--- src/rtl/dmem_pkg.sv ---
// Shared definitions for the load/store stage: FSM state encoding and
// the default access timeout.
package dmem_pkg;

    // FSM state encoding
    localparam logic [1:0] IDLE = 2'd0;
    localparam logic [1:0] REQ  = 2'd1;
    localparam logic [1:0] DONE = 2'd2;
    localparam logic [1:0] ERR  = 2'd3;

    // Default number of REQ cycles allowed before a bus error
    localparam int DEF_TIMEOUT = 16;

endpackage

--- src/rtl/wait_timer.sv ---
// Wait-cycle counter for the memory handshake. Counts while enabled,
// returns to zero on clear, and flags the last permitted cycle.
module wait_timer
    import dmem_pkg::*;
#(
    parameter int TIMEOUT = DEF_TIMEOUT,
    parameter int TW      = 5
) (
    input  logic          clk,
    input  logic          rst_n,
    input  logic          clr,
    input  logic          en,
    output logic [TW-1:0] count,
    output logic          expire
);

    localparam logic [TW-1:0] LAST = TW'(TIMEOUT - 1);

    logic [TW-1:0] count_q;
    logic [TW-1:0] count_d;

    // Next count: clear wins over enable
    always_comb begin
        count_d = count_q;
        if (clr) begin
            count_d = '0;
        end else if (en) begin
            count_d = count_q + 1'b1;
        end
    end

    // Counter register
    always_ff @(posedge clk or negedge rst_n) begin
        if (!rst_n) begin
            count_q <= '0;
        end else begin
            count_q <= count_d;
        end
    end

    assign count  = count_q;
    assign expire = (count_q == LAST);

endmodule

--- src/rtl/data_mem_ctrl.sv ---
// Load/store stage between the single-cycle datapath and a variable-latency
// word memory. Issues one req/ack transaction per aligned access and stalls
// the core until it completes, times out, or is rejected as misaligned.
module data_mem_ctrl
    import dmem_pkg::*;
#(
    parameter int Size    = 32,
    parameter int TIMEOUT = DEF_TIMEOUT,
    parameter int TW      = 5
) (
    input  logic            CLK,
    input  logic            Reset,
    input  logic            MemRead,
    input  logic            MemWrite,
    input  logic [Size-1:0] Addr,
    input  logic [Size-1:0] WriteData,
    output logic [Size-1:0] ReadData,
    output logic            Stall,
    output logic            MisalignErr,
    output logic            BusErr,
    output logic            mem_req,
    output logic            mem_we,
    output logic [Size-1:0] mem_addr,
    output logic [Size-1:0] mem_wdata,
    input  logic [Size-1:0] mem_rdata,
    input  logic            mem_ack
);

    logic [1:0]      state_q,     state_d;
    logic            mem_we_q,    mem_we_d;
    logic [Size-1:0] mem_addr_q,  mem_addr_d;
    logic [Size-1:0] mem_wdata_q, mem_wdata_d;
    logic [Size-1:0] rdata_q,     rdata_d;

    logic            access;
    logic            aligned;
    logic            start;
    logic            misalign;
    logic            in_req;
    logic            got_ack;
    logic            tmr_expire;
    logic [TW-1:0]   tmr_count;

    // Decode of the current access request; only meaningful in IDLE, the
    // inputs of an accepted instruction are never looked at again.
    always_comb begin
        access   = MemRead | MemWrite;
        aligned  = (Addr[1:0] == 2'b00);
        start    = (state_q == IDLE) && access && aligned;
        misalign = (state_q == IDLE) && access && !aligned;
        in_req   = (state_q == REQ);
        got_ack  = in_req && mem_ack;
    end

    // Timer runs only while waiting for ack and sits at zero otherwise
    wait_timer #(
        .TIMEOUT (TIMEOUT),
        .TW      (TW)
    ) u_wait_timer (
        .clk    (CLK),
        .rst_n  (Reset),
        .clr    (got_ack || !in_req),
        .en     (in_req),
        .count  (tmr_count),
        .expire (tmr_expire)
    );

    // Next-state and transaction register update
    always_comb begin
        state_d     = state_q;
        mem_we_d    = mem_we_q;
        mem_addr_d  = mem_addr_q;
        mem_wdata_d = mem_wdata_q;
        rdata_d     = rdata_q;
        case (state_q)
            IDLE: begin
                if (start) begin
                    // A simultaneous read+write request is executed as a write
                    mem_we_d    = MemWrite;
                    mem_addr_d  = {Addr[Size-1:2], 2'b00};
                    mem_wdata_d = WriteData;
                    state_d     = REQ;
                end else if (misalign) begin
                    rdata_d = '0;
                end
            end
            REQ: begin
                if (mem_ack) begin
                    if (!mem_we_q) begin
                        rdata_d = mem_rdata;
                    end
                    state_d = DONE;
                end else if (tmr_expire) begin
                    rdata_d = '0;
                    state_d = ERR;
                end
            end
            // The core commits during DONE, so the still-asserted request of
            // the finished instruction is deliberately ignored here.
            DONE:    state_d = IDLE;
            ERR:     state_d = IDLE;
            default: state_d = IDLE;
        endcase
    end

    // State and transaction registers
    always_ff @(posedge CLK or negedge Reset) begin
        if (!Reset) begin
            state_q     <= IDLE;
            mem_we_q    <= 1'b0;
            mem_addr_q  <= '0;
            mem_wdata_q <= '0;
            rdata_q     <= '0;
        end else begin
            state_q     <= state_d;
            mem_we_q    <= mem_we_d;
            mem_addr_q  <= mem_addr_d;
            mem_wdata_q <= mem_wdata_d;
            rdata_q     <= rdata_d;
        end
    end

    // Outputs; request and status decode from the state flop so an async
    // reset drops them immediately. Stall is raised combinationally in the
    // accepting IDLE cycle so the core never advances past the access.
    always_comb begin
        mem_req     = in_req;
        mem_we      = mem_we_q;
        mem_addr    = mem_addr_q;
        mem_wdata   = mem_wdata_q;
        BusErr      = (state_q == ERR);
        Stall       = Reset && (start || in_req);
        MisalignErr = Reset && misalign;
        ReadData    = misalign ? '0 : rdata_q;
    end

endmodule

--- config.mk ---
export PLATFORM = sky130hd
export DESIGN_NAME = data_mem_ctrl
export DESIGN_NICKNAME = d
export VERILOG_FILES = /design/src/rtl/dmem_pkg.sv /design/src/rtl/wait_timer.sv /design/src/rtl/data_mem_ctrl.sv
export SDC_FILE = /design/constraint.sdc
export NUM_CORES = 1
export LEC_CHECK = 0
export ABC_AREA = 1
export CORE_MARGIN = 3
export CORE_UTILIZATION = 55
export DETAILED_ROUTE_END_ITERATION = 8
export DONT_BUFFER_PORTS = 1
export GPL_TIMING_DRIVEN = 0
export PLACE_DENSITY = 0.7
export SKIP_LAST_GASP = 1
export SYNTH_ARGS = -nofsm -noshare
export SYNTH_HDL_FRONTEND = slang
export SYNTH_SLANG_ARGS = --single-unit
--- constraint.sdc ---
create_clock -name CLK -period 2.1 [get_ports CLK]
set_clock_uncertainty 0.15 [all_clocks]
set_input_delay 0.315 -clock CLK [delete_from_list [all_inputs] [get_ports CLK]]
set_output_delay 0.315 -clock CLK [all_outputs]
set_load 0.02 [all_outputs]
After elaboration in Yosys (flattened, before gate mapping) --
Cells that the tools add are included.
Word-level totals: bits in registers 102, input bits 101, output and inout bits 101, logic and storage cells 46
Cells by class: add/subtract/negate cells 1, equal/unequal tests 8, muxes and demuxes 12, bitwise gates (word level) 1, reductions and logical operators 18
Operators by type and width (count):
- $mux W32 | 5
- $pmux W32 S2 | 1
- $mux W5 | 2
- $logic_and A1 B1 Y1 | 6
- $mux W2 | 3
- $pmux W2 S3 | 1
- $add A5 B1 Y5 const B | 1
- $eq A5 B4 Y1 const B | 1
- $eq A2 B2 Y1 const B | 2
- $logic_not A2 Y1 | 2
- $ne A2 B2 Y1 const B | 2
- $reduce_and A2 Y1 | 2
- $reduce_and A4 Y1 | 1
- $reduce_bool A2 Y1 | 2
- $ne A3 B2 Y1 const B | 1
- $ne A3 B3 Y1 const B | 1
- $eq A2 B1 Y1 const B | 1
- $logic_not A1 Y1 | 2
- $logic_or A1 B1 Y1 | 2
- $reduce_or A2 Y1 | 1
- $or A1 B1 Y1 | 1

Depth between registers and ports, before layout --
Gate-level depths: netlist (run 1).
depth in word-level cells 6, depth in mapped cells 9

Hierarchy --
From an unflattened synthesis (run 1), not the netlist that was laid out.
Unflattened totals: cell total of the unflattened synthesis 641, area total of the unflattened synthesis 4941.0 µm²
By module, submodules not included:
- data_mem_ctrl | times used 1, cells an instance 611, area each 4670.7 µm², sequential area each 2427.3 µm²
- wait_timer | times used 1, cells an instance 30, area each 270.3 µm², sequential area each 125.1 µm²

Worst setup path after synthesis (run 1) --
OpenSTA, ideal clock, no wires.
path type register -> output, start point register state_q[0], end point output port Stall, arrival time 1316 ps, setup slack 319 ps, stages on the path, launching flop included 6, path buffers 2, path through dfrtp_1 -> nor2_2 -> nand3_2 -> buf_4 -> buf_2 -> a21oi_1
Between the ends: word-level cells in the longest chain between the ends 5, elaborated cells between the ends (all ways) 6, those cells by class eq/ne (1); reduce/logical (5)
RTL lines:
- from (decl) | line data_mem_ctrl.sv:29 | logic [1:0] state_q, state_d;
- from (signal assigned) | line data_mem_ctrl.sv:115 | state_q <= state_d;
- $logic_not A2 Y1 | line data_mem_ctrl.sv:49 | start = (state_q == IDLE) && access && aligned;
- $logic_and A1 B1 Y1 (2 in a row) | line data_mem_ctrl.sv:49
- $logic_or A1 B1 Y1 * | line data_mem_ctrl.sv:132 | Stall = Reset && (start || in_req);
- $logic_and A1 B1 Y1 * | line data_mem_ctrl.sv:132
- to (decl) | line data_mem_ctrl.sv:18 | output logic Stall,
Every way passes the cells marked *; elsewhere a longest branch is shown, timed or not.

Final worst setup path (run 1) --
start point register state_q[0], end point output port ReadData[21]
Between the ends: word-level cells in the longest chain between the ends 4
RTL lines:
- $logic_not A2 Y1 | line data_mem_ctrl.sv:50 | misalign = (state_q == IDLE) && access && !aligned;
- $logic_and A1 B1 Y1 (2 in a row) | line data_mem_ctrl.sv:50
- $mux W32
- to (decl) | line data_mem_ctrl.sv:17 | output logic [Size-1:0] ReadData,
No other way between the ends.

==> results of run 1 <==
## worst max-delay path: stages, from the launching register on
cell and delay (ns):
dfrtp_2 0.44, nor2_4 0.13, nand3_2 0.10, buf_6 0.15, buf_4 0.18, nand2_1 0.08
inv_1 0.11
## cell type report
class                           count  share of cell area
Buffer                             37              0.0372
Timing Repair Buffer               65               0.110
Sequential cell                   102               0.433
Inverter                          107              0.0686
Clock inverter                      6              0.0127
Multi-Input combinational cell    384               0.293
Tap cell                          105              0.0223
Clock buffer                       10              0.0234
## cells in the final DEF, fill, tap and decap left out, drive strengths merged
master	netlist	layout
a21oi	1	1
buf	30	30
bufinv	0	1
clkbuf	9	19
clkinv	0	1
clkinvlp	0	1
conb	1	2
dfrtp	102	102
dlygate4sd3	0	63
ha	2	2
inv	107	110
nand2	232	232
nand3	69	69
nand3b	1	1
nor2	12	12
nor3b	1	1
o21ai	63	63
xor2	1	1
## kinds of logic after synthesis
group | count (synthesis) | share of synthesized area
AO/OA/AOI/OAI | 64 | 0.0658
XOR/XNOR | 1 | 0.00180
adder cells (fa/ha/maj) | 2 | 0.00514
buffers and inverters | 146 | 0.128
flip-flops | 102 | 0.524
other | 1 | 0.000770
AND/OR/NAND/NOR | 315 | 0.275
## metal layers
metal  share of wire  global-route usage  up-vias
met5         0.00088                   0        -
met4           0.021              0.0870        2
met3           0.075              0.0563       25
met2            0.50               0.424      170
met1            0.41               0.321     2010
li1                -                   -     2050
## stage by stage
step | cells | hold slack (ns) | instance area [um2] | total power, mW
global placement | 737 | -0.129 | 5000 | 4.65
floorplan | 632 | -0.131 | 4870 | 4.34
CTS | 815 | -0.540 | 5860 | 6.13
finish | 816 | -0.522 | 5890 | 6.14
detailed placement | 737 | -0.128 | 5000 | 4.71
global route | 816 | -0.553 | 5890 | 6.52
## power breakdown
group          switching [mW]  leakage [nW]  total [mW]  internal [mW]
clock                   0.708         0.105        1.31          0.603
combinational           0.920          2.01        1.44          0.522
sequential              0.907          1.32        3.39           2.48
## repair_timing
item,in CTS,in global routing
buffers inserted,0,2
pin swaps,1,2
setup endpoints to repair,19,31
gates resized for setup,6,8
hold endpoints to repair,165,102
## registers in the layout, summed over array words and instances, names as in the netlist
register / cells
rdata_q: 32
mem_addr: 30
state_q: 2
mem_wdata: 32
mem_we: 1
u_wait_timer.count: 5
## final timing paths
kind | start | endpoint | slack [ns]
max in group asynchronous | Reset | mem_addr[6] | 2.14
hold reg to reg | u_wait_timer.count[0] | u_wait_timer.count[0] | 0.31
setup reg to reg | u_wait_timer.count[0] | rdata_q[21] | 0.21
hold / removal | Reset | mem_addr[30] | -0.52
setup / recovery | state_q[0] | ReadData[21] | 0.09
min in group CLK | mem_rdata[8] | rdata_q[8] | 0.03
==> run_results.csv, run 1 <==
group,metric,value,unit
clock_tree,cts_buffers,9,
route,drcViolationCount,0,
die,die_w,100,um
final_layout,seqCellArea,0.00255,mm2
clock_tree,ctsHoldBuffers,63,
clock_tree,clock_path_buffers,2,
die,pin_count,202,
outcome,violations,"negative hold slack",
critical_path,cp.arrival,1.55,ns
final_layout,drive_gt1_frac,0.0858,
synthesis,ys.flop_type,"dfrtp_1",
placement,place_ws,0.0785,ns
timing,tns,0,ns
synthesis,synth_top_area_share,0.524,
synthesis,yosysTopAreaCell,"dfrtp_1",
timing,fin_ws,0.0875,ns
flow_run,cap_viol_max_count,0,
synthesis,ys_warn_count,0,
clock_tree,clock_sinks,102,
synthesis,synth-edff-count,0,
die,coreArea,0.00842,mm2
clock_tree,root_buffer,"clkbuf_8",
global_route,grt_pass1_vias,4160,
final_layout,num_antenna_cells,0,
timing,holdWs,-0.522,ns
outcome,status,"finished with violations",
global_route,groute.usage.overall,0.251,
die,rows,33,
route,final_antenna_net_count,0,
final_layout,post-route-util,0.700,
die,die_h,100,um
route,viasPerCell,5.22,
timing,fmax,497,MHz
route,firstDrtPassIters,5,
synthesis,synth_common_cells,"nand2_1, inv_1, dfrtp_1",
synthesis,yosysUniqueCellTypes,24,
global_route,overflow,0,
route,totalWireLength,12500,um
min_path,hp-class,"input pin to asynchronous set/reset pin",
synthesis,synth_cells,631,
clock_tree,cts_tree,"built",
placement,dp_hpwl,8140,um
synthesis,synthArstFlopShare,1.00,
global_route,grt_pass1_wl,20200,um
critical_path,cp_data_required_time,1.63,ns
critical_path,worstPathMaxFanout,10,
final_layout,fin_nets,809,
final_layout,synthToLayoutAreaGrowth,21.1,%
pwr,powerDensity,1040,mW/mm2
die,initial_core_util,0.578,
critical_path,reg2reg_depth,9,
die,dieArea,0.0100,mm2
synthesis,synth_seq_cells,102,
clock_tree,htreeDepth,3,
route,via_count,4257,
critical_path,critPathCaptureType,"output pin",
synthesis,netlist_area,0.00487,mm2
final_layout,fill_cells,671,
route,post_drt_wl_per_cell,15.3,um
synthesis,yosysMostFrequentCell,"nand2_1",
critical_path,critPathKind,"flip-flop to output pin",
critical_path,worst_setup_path_start_kind,"flip-flop",
timing,period_minus_slack,2.01,ns
route,drt_iter0_drc,189,
placement,io_buffers,0,
timing,finalSetupViolations,0,
synthesis,synthTopCellsByArea,"dfrtp_1, nand2_1, inv_1",
global_route,antenna_found_initial,1,
final_layout,multiInputGateArea,0.00173,mm2
placement,gp_congestion,0.801,
synthesis,yosysSeqAreaShare,0.524,
timing,rsz0062_at_grt,"false",
clock_tree,cts.clk_slew.worst_paths,0.11,ns
timing,timing.final.crit_share,0.958,
pwr,peakVddDrop,0.633,mV
timing,finalHoldViolCount,102,
synthesis,synth_area_per_cell,7.71,um2
clock_tree,clk_latency,0.35,ns
timing,slew_violations,0,
pwr,p_leak,3.44,nW
global_route,grt_max_degree,104,
Note: power is estimated with default switching activity, not from simulation.
==> run 2: changes to the inputs <==
- HOLD_SLACK_MARGIN: default -> 0.05
==> run_results.csv, run 2 (synthesized netlist as in run 1, its figures left out) <==
group,metric,value,unit
outcome,status,"finished with violations",
outcome,violations,"negative hold slack",
clock_tree,cts_tree,"built",
pwr,totalPowerFinal,6.20,mW
route,drt_iter0_drc,242,
final_layout,num_antenna_cells,0,
critical_path,crit_family,"flip-flops",
final_layout,drive_gt1_frac,0.0839,
flow_run,cap_viol_max_count,0,
die,rows,33,
critical_path,rrSetupSlack,0.21,ns
critical_path,worstPathMaxFanout,10,
timing,fmax,494,MHz
timing,slew_headroom,0.654,
critical_path,worst-path-buf-inv,3,
die,dieArea,0.0100,mm2
route,totalWireLength,12800,um
timing,max_slew.worst_pin.slew,0.519,ns
die,die_w,100,um
final_layout,synthToLayoutAreaGrowth,26.8,%
route,firstDrtPassIters,5,
pwr,p_int,3.64,mW
min_path,hp-class,"input pin to asynchronous set/reset pin",
clock_tree,clk_latency,0.35,ns
critical_path,r2r-end,"rdata_q[21]",
route,final_antenna_net_count,0,
timing,tns,0,ns
clock_tree,cts_buffers,9,
global_route,antenna_found_initial,1,
global_route,overflow,0,
global_route,grt_pass1_vias,4290,
critical_path,critPathCaptureType,"output pin",
pwr,swShare,0.412,
critical_path,worst_setup_path_start_kind,"flip-flop",
critical_path,critPathSlowestCell,"dfrtp_2",
route,viasPerCell,5.22,
placement,gp_congestion,0.801,
route,via_count,4405,
timing,rsz0062_at_grt,"false",
clock_tree,clock_sinks,102,
global_route,grt_pass1_wl,20700,um
route,drcViolationCount,0,
clock_tree,root_buffer,"clkbuf_8",
timing,period_minus_slack,2.03,ns
critical_path,cp_data_required_time,1.63,ns
pwr,seqPwrFrac,0.547,
final_layout,layout_common_cells,"nand2_1, inv_1, dfrtp_1",
die,initial_core_util,0.578,
pwr,power_switching,2.56,mW
critical_path,crit_path_max_incr_delay,0.44,ns
critical_path,reg2reg_depth,9,
pwr,peakVddDrop,0.636,mV
placement,dp_hpwl,8140,um
timing,finalHoldViolCount,102,
pwr,powerDensity,1000,mW/mm2
global_route,groute.usage.overall,0.258,
placement,io_buffers,0,
critical_path,worst-path-stages,6,
critical_path,critPathLaunch,"state_q[0]",
clock_tree,cts.clk_slew.worst_paths,0.11,ns
timing,holdWs,-0.523,ns
timing,slew_violations,0,
critical_path,crit_end,"ReadData[21]",
pwr,pwr-share-comb,0.241,
clock_tree,clock_path_buffers,2,
pwr,p_leak,3.55,nW
final_layout,final_common_cell,"nand2_1",
final_layout,fin_nets,837,
critical_path,reg2reg_from,"u_wait_timer.count[0]",
die,die_h,100,um
critical_path,critPathKind,"flip-flop to output pin",
clock_tree,htreeDepth,3,
route,post_drt_wl_per_cell,15.2,um
die,pin_count,202,
global_route,grt_max_degree,104,
clock_tree,ctsHoldBuffers,91,
timing,finalSetupViolations,0,
critical_path,path_cells,"nor2_4, nand3_2, buf_6, buf_4, nand2_1, inv_1",
die,coreArea,0.00842,mm2
pwr,p_clk_frac,0.212,
critical_path,cp.arrival,1.56,ns
timing,timing.final.crit_share,0.965,
==> run 2: cell count changes in the layout (fill, tap and decap cells not counted) <==
cell and change:
inv_2 +1, dlygate4sd3_1 +28, inv_1 -1
==> run 2: final cells by class <==
cell class,count,area (um2)
inverters,107,404
clock buffers,10,138
flip-flops and latches,102,2550
clock inverters,6,75.1
multi-input cells,384,1730
well taps,105,131
fillers,622,2250
plain buffers,37,219
repair buffers,93,926
==> run 2: worst min path at each step <==
stage	slack, ns	cells after the start	startpoint	end
after floorplan	-0.13	0	Reset	mem_addr[10]
after global placement	-0.13	0	Reset	mem_wdata[1]
after detailed placement	-0.13	0	Reset	mem_wdata[0]
after CTS	-0.54	0	Reset	mem_wdata[0]
after global routing	-0.55	0	Reset	mem_wdata[1]
final	-0.52	0	Reset	mem_wdata[1]
==> run 2: power by group through the flow <==
| stage | registers (mW) | logic [mW] | clock network (mW) |
|---|---|---|---|
| detailed placement | 3.41 | 1.30 | 0 |
| floorplan | 3.28 | 1.06 | 0 |
| finish | 3.39 | 1.50 | 1.31 |
| global placement | 3.40 | 1.25 | 0 |
| global route | 3.45 | 1.69 | 1.42 |
| CTS | 3.38 | 1.44 | 1.35 |
==> run 2: repair_timing <==
action | CTS | global route
endpoints found under the setup margin | 19 | 31
endpoints found under the hold margin | 193 | 102
pin swaps | 1 | 2
resized for setup | 6 | 9
setup buffers | 0 | 2
==> run 2: worst register-to-register path, stage by stage (launching register included) <==
cell      delay (ns)
dfrtp_1         0.40
ha_1            0.21
nand2_1         0.07
nor2_1          0.04
ha_1            0.24
nand3b_1        0.20
nand3_2         0.11
buf_2           0.24
nand2_1         0.08
nand2_1         0.07
==> run 2: metal layers <==
metal,GRT usage,share of wire,vias to the layer above
li1,-,-,2110
met1,0.325,0.40,2076
met2,0.436,0.50,188
met3,0.0549,0.072,31
met4,0.101,0.027,0
met5,0,0,-
==> run 2: through the flow <==
stage                     instances  setup WS, ns  hold WS [ns]  area, um2  utilization
final                           844        0.0741        -0.523       6170        0.733
after global routing            844       0.00152        -0.553       6170        0.733
after CTS                       843        0.0148        -0.540       6140        0.729
after detailed placement        737        0.0785        -0.128       5000        0.594
after global placement          737        0.0937        -0.129       5000        0.594
after floorplan                 632         0.319        -0.131       4870            -
==> run 3: changes to the inputs <==
- RECOVER_POWER: default -> 50
- SKIP_LAST_GASP: 1 -> default
==> results of run 3 <==
No change in the layout: final DEF, timing and power equal those of run 2.
